<file path="config.mk">
export PLATFORM = sky130hd
export DESIGN_NAME = jtgng_ioctl_tx
export DESIGN_NICKNAME = d
export VERILOG_FILES = /design/src/rtl/jtgng_ioctl_tx_pkg.sv /design/src/rtl/jtgng_dl_delay.sv /design/src/rtl/jtgng_ioctl_tx.sv
export SDC_FILE = /design/constraint.sdc
export NUM_CORES = 1
export LEC_CHECK = 0
export BUFFER_PORTS_ARGS = -buffer_cell sky130_fd_sc_hd__buf_2
export CORE_MARGIN = 1.5
export CORE_UTILIZATION = 57
export DETAILED_ROUTE_END_ITERATION = 16
export GPL_TIMING_DRIVEN = 0
export PLACE_DENSITY_LB_ADDON = 0.05
export SYNTH_ARGS = -nofsm -noshare
export SYNTH_HDL_FRONTEND = slang
export SYNTH_SLANG_ARGS = --single-unit
</file>
<file path="constraint.sdc">
create_clock -name clk -period 2.4 [get_ports clk]
set_input_delay 0.24 -clock clk [delete_from_list [all_inputs] [get_ports clk]]
set_output_delay 0.24 -clock clk [all_outputs]
set_load 0.02 [all_outputs]
</file>
<file path="src/rtl/jtgng_ioctl_tx_pkg.sv">
// Shared types and widths for the ROM download transmitter.
package jtgng_ioctl_tx_pkg;

    localparam int unsigned ADDR_W = 22;
    localparam int unsigned DATA_W = 8;
    localparam int unsigned CNT_W  = 16;

    typedef enum logic [2:0] {
        ST_IDLE  = 3'd0,
        ST_LEAD  = 3'd1,
        ST_WAITB = 3'd2,
        ST_WRITE = 3'd3,
        ST_GAP   = 3'd4,
        ST_TAIL  = 3'd5
    } dl_state_e;

    typedef struct packed {
        logic [ADDR_W-1:0] addr;
        logic [DATA_W-1:0] data;
    } ioctl_beat_t;

endpackage

</file>
<file path="src/rtl/jtgng_dl_delay.sv">
// Loadable down-counter with a zero flag; shared by the lead-in, gap and tail timers.
module jtgng_dl_delay
    import jtgng_ioctl_tx_pkg::*;
(
    input  logic             clk,
    input  logic             rst_n,
    input  logic             load,
    input  logic [CNT_W-1:0] load_val,
    output logic             zero_c
);

    logic [CNT_W-1:0] cnt;

    always_ff @(posedge clk) begin
        if (!rst_n)
            cnt <= '0;
        else if (load)
            cnt <= load_val;
        else if (cnt != '0)
            cnt <= cnt - CNT_W'(1);
    end

    assign zero_c = (cnt == '0);

endmodule

</file>
<file path="src/rtl/jtgng_ioctl_tx.sv">
// ROM download transmitter: replays a valid/ready byte stream as paced ioctl_wr strobes
// inside a downloading window with lead-in and tail delays.
module jtgng_ioctl_tx
    import jtgng_ioctl_tx_pkg::*;
#(
    parameter int unsigned WR_GAP   = 8,
    parameter int unsigned LEAD_DLY = 16,
    parameter int unsigned TAIL_DLY = 16
)(
    input  logic        clk,
    input  logic        rst_n,
    input  logic        start,
    input  logic        abort,
    input  logic [21:0] length,
    input  logic [7:0]  s_data,
    input  logic        s_valid,
    output logic        s_ready,
    output logic        downloading,
    output logic [21:0] ioctl_addr,
    output logic [7:0]  ioctl_data,
    output logic        ioctl_wr,
    output logic        busy,
    output logic        done
);

    // Each timed state lasts load value + 1 cycles
    localparam logic [CNT_W-1:0] LEAD_LD = CNT_W'(LEAD_DLY - 1);
    localparam logic [CNT_W-1:0] GAP_LD  = CNT_W'((WR_GAP > 2) ? WR_GAP - 3 : 0);
    localparam logic [CNT_W-1:0] TAIL_LD = CNT_W'(TAIL_DLY - 1);
    localparam bit               HAS_GAP = (WR_GAP > 2);

    dl_state_e         state, state_d;
    logic [ADDR_W-1:0] addr_cnt;
    logic [ADDR_W-1:0] remaining;
    ioctl_beat_t       beat_q;
    logic              ready_q;
    logic              dly_load;
    logic [CNT_W-1:0]  dly_val;
    logic              dly_zero;
    logic              go_tail;
    logic              hs;

    jtgng_dl_delay u_delay (
        .clk      (clk),
        .rst_n    (rst_n),
        .load     (dly_load),
        .load_val (dly_val),
        .zero_c   (dly_zero)
    );

    // A byte offered in the same cycle as abort is refused
    assign s_ready    = ready_q & ~abort;
    assign hs         = s_valid & s_ready;
    assign ioctl_addr = beat_q.addr;
    assign ioctl_data = beat_q.data;

    always_ff @(posedge clk) begin
        if (!rst_n)
            state <= ST_IDLE;
        else
            state <= state_d;
    end

    always_comb begin
        state_d  = state;
        dly_load = 1'b0;
        dly_val  = '0;
        go_tail  = 1'b0;
        case (state)
            ST_IDLE: begin
                if (start) begin
                    state_d  = ST_LEAD;
                    dly_load = 1'b1;
                    dly_val  = LEAD_LD;
                end
            end
            ST_LEAD, ST_GAP: begin
                if (abort)
                    go_tail = 1'b1;
                else if (dly_zero) begin
                    if (remaining != '0)
                        state_d = ST_WAITB;
                    else
                        go_tail = 1'b1;
                end
            end
            ST_WAITB: begin
                if (abort)
                    go_tail = 1'b1;
                else if (hs)
                    state_d = ST_WRITE;
            end
            ST_WRITE: begin
                // remaining is decremented on this edge, so compare against 1
                if (abort)
                    go_tail = 1'b1;
                else if (HAS_GAP) begin
                    state_d  = ST_GAP;
                    dly_load = 1'b1;
                    dly_val  = GAP_LD;
                end else if (remaining != ADDR_W'(1))
                    state_d = ST_WAITB;
                else
                    go_tail = 1'b1;
            end
            ST_TAIL: begin
                if (dly_zero)
                    state_d = ST_IDLE;
            end
            default: state_d = ST_IDLE;
        endcase
        if (go_tail) begin
            state_d  = ST_TAIL;
            dly_load = 1'b1;
            dly_val  = TAIL_LD;
        end
    end

    // Outputs are decoded from the next state so they line up with it
    always_ff @(posedge clk) begin
        if (!rst_n) begin
            downloading <= 1'b0;
            busy        <= 1'b0;
            done        <= 1'b0;
            ioctl_wr    <= 1'b0;
            ready_q     <= 1'b0;
            beat_q      <= '0;
            addr_cnt    <= '0;
            remaining   <= '0;
        end else begin
            downloading <= (state_d != ST_IDLE);
            busy        <= (state_d != ST_IDLE);
            done        <= (state == ST_TAIL) && (state_d == ST_IDLE);
            ioctl_wr    <= (state_d == ST_WRITE);
            ready_q     <= (state_d == ST_WAITB);
            if (state == ST_IDLE && start) begin
                remaining <= length;
                addr_cnt  <= '0;
            end
            if (state == ST_WRITE) begin
                addr_cnt  <= addr_cnt + ADDR_W'(1);
                remaining <= remaining - ADDR_W'(1);
            end
            if (hs) begin
                beat_q.addr <= addr_cnt;
                beat_q.data <= s_data;
            end
        end
    end

endmodule

</file>
==> metrics.yaml <==
placed_design:
  port_buffers: 69
  hpwl_um: 8500
  gp_congestion: 0.882
critical_path:
  arrival_ns: 2.52
  cp.required_ns: 2.67
  crit_buf_inv: 1
  reg2reg_slack_ns: 0.14
  path_cells: "inv_1, ha_1, nor3b_1, and4_1, nand3_1, o311a_1, o21a_1"
  endpoint_kind: "flip-flop"
  critPathMaxFanout: 5
  crit_path_start: "remaining[0]"
  cp.depth: 7
  path_delay_family: "simple AND/OR/NAND/NOR gates"
  reg2reg_to: "remaining[18]"
  worstSetupPathType: "reg2reg"
  cpPeakStageDelay_ns: 0.45
  slowest_stage: "nor3b_1"
  timing.rr.start: "remaining[0]"
  crit_path_end: "remaining[18]"
  reg2reg_depth: 7
  start_kind: "flip-flop"
pwr:
  peakVddDrop_mv: 0.529
  total_power_uw: 5380
  power_density_nw_per_um2: 984
  static-leakage-power_uw: 0.00215
layout:
  syn2layout_area_growth_pct: 15.0
  multi_input_area_um2: 2630
  fill_cells: 725
  diodes: 0
  final_nets: 688
  drive_gt1_share_pct: 17.2
  seqCellArea_um2: 1940
synth:
  synth_common_cells: "dfxtp_1 (97), nand2_1 (94), nor2_1 (54)"
  synthArstFlopShare_pct: 0
  synthDistinctLibCells: 67
  ys.flop_type: "dfxtp_1"
  yosysTopAreaCell: "dfxtp_1"
  synth-seq-area-share_pct: 40.8
  syn-cell-area_um2: 4760
  yosysMostFrequentCell: "dfxtp_1"
  avgSynthCellArea_um2: 8.38
  netlist_instances: 568
  yosys-top-cells-area: "dfxtp_1 (41%), nand2_1 (7.4%), nor2_1 (4.3%), a21boi_0 (4.1%), a21oi_1 (2.5%)"
  yosys.area.top_type_share_pct: 40.8
  yosys_warnings: 0
  synth-edff-count: 0
  syn_nets: 608
  ys_ff_latch: 97
floorplan:
  dieArea_um2: 8900
  row_count: 33
  coreArea_um2: 8130
  die_x_um: 94.4
  start_util_pct: 58.5
  io_pins: 70
  die_h_um: 94.4
clocking:
  clkLatencyLatePin_ns: 0.37
  htreeDepth: 3
  cts_max_path_buffers: 2
  cts_sinks: 97
  clockRootBuffer: "clkbuf_8"
  cts_tree: "built"
  numCtsBuffers: 9
  cts_resized: 0
  postCtsSetupRepairBufs: 0
  clkTransAtPathRegs_ns: 0.10
  cts_hold_buf: 0
timing:
  report.final.setup_viol: 0
  fin_tns_setup_ns: 0
  slew_violations: 0
  min_period_ns: 2.26
  max_freq_ghz: 0.443
  grt_setup_unrepaired: "false"
  finClkSkew_ns: 0.0149
  finalCritPeriodShare_pct: 94.1
  slew_headroom_pct: 58.0
  hold_ws_ns: 0.0941
  tightest_slew_ns: 0.629
  finalHoldViolations: 0
hold_path:
  hold_path_class: "in2reg"
route:
  first_iter_violations: 259
  drc_errors: 0
  post_drt_wl_per_cell_um: 15.7
  ant_nets: 0
  first_pass_iters: 5
  routed-via-count: 4408
  wirelength_um: 11900
  vias_per_cell: 5.82
grt:
  grt_usage_pct: 27.6
  grt_use_met2_pct: 44.5
  grt_pass1_wl_um: 19300
  met3_usage_pct: 5.23
  grt_remaining_overflow: 0
  grt_max_degree: 17
  grt_pass1_vias: 4026
  grt.met1_usage_pct: 35.8
  top_usage_layer: "met2"
  grt_antenna_before_repair: 0
job:
  cap_violations: 0
outcome:
  status: "complete, no violations"
==> layout make-up <==
class                           count  area share (%)
Timing Repair Buffer               69            6.31
Sequential cell                    97            35.5
Multi-Input combinational cell    425            48.0
Buffer                             38            2.93
Tap cell                          105            2.40
Clock buffer                       11            2.77
Inverter                            8           0.549
Clock inverter                      5            1.55
==> placed cells by master, fill, tap and decap left out, drive strengths merged, types with 5 or more instances in the layout <==
cell type   n
dfxtp      97
nand2      94
buf        81
nor2       54
clkbuf     37
a21boi     31
a21oi      24
nand3      22
o21ai      21
nor2b      18
nor3       12
nor4       12
and2        9
and3        8
inv         8
or3         8
xor2        7
xnor2       7
o21a        6
mux2i       6
a221oi      6
nand4       5
a222oi      5
ha          5
==> registers in the layout, indices dropped and copies added (netlist names) <==
name and cells:
addr_cnt 22, remaining 22, done 1, ready_q 1, busy 1, u_delay.cnt 16, state 3, ioctl_addr 22
ioctl_wr 1, ioctl_data 8
==> report_power, final <==
part           internal, µW  leakage (µW)  total, µW  switching [µW]
sequential             1830      0.000787       2070             237
clock                   650      0.000116       1240             593
combinational           844       0.00125       2070            1230
==> layer usage <==
layer  wire (µm)  share of wire (%)
met1        5420                 46
met2        5450                 46
met3         637                5.4
met4         365                3.1
met5           0                  0
==> cells by family (layout without fill, tap and decap cells) <==
kind of cell | after synthesis | in the layout | share of synthesized area [%]
adder cells (fa/ha/maj) | 5 | 5 | 1.31
AO/OA/AOI/OAI | 131 | 131 | 19.6
XOR/XNOR | 14 | 14 | 2.58
buffers and inverters | 46 | 131 | 4.00
AND/OR/NAND/NOR | 265 | 265 | 29.5
multiplexers | 10 | 10 | 2.21
flip-flops | 97 | 97 | 40.8
==> stage by stage <==
step                area (µm²)  util, %  setup WS [ns]  cells
floorplan                 4760        -          0.479    568
global route              5470     67.3         0.0173    758
finish                    5470     67.3          0.142    758
CTS                       5470     67.3          0.191    758
global placement          5240     64.4          0.249    742
detailed placement        5240     64.4          0.223    742
==> worst min path at each step <==
stage	startpoint	endpoint	slack, ns	cells past startpoint
floorplan	length[19]	remaining[19]	0.37	2
global placement	ioctl_data[2]	ioctl_data[2]	0.44	2
detailed placement	ioctl_addr[0]	ioctl_addr[0]	0.45	2
CTS	s_data[2]	ioctl_data[2]	0.1	3
global route	s_data[2]	ioctl_data[2]	0.1	3
finish	s_data[2]	ioctl_data[2]	0.09	3
==> worst reg2reg max path, delay by kind of cell (launching register included) <==
family	cells	cell delay, ns
AOI/OAI and AO/OA	2	0.51
adders and majority gates	1	0.21
buffers and inverters	1	0.12
DFF	1	0.37
and+or+nand+nor	3	0.95
Power figures use the tool's default switching activity.
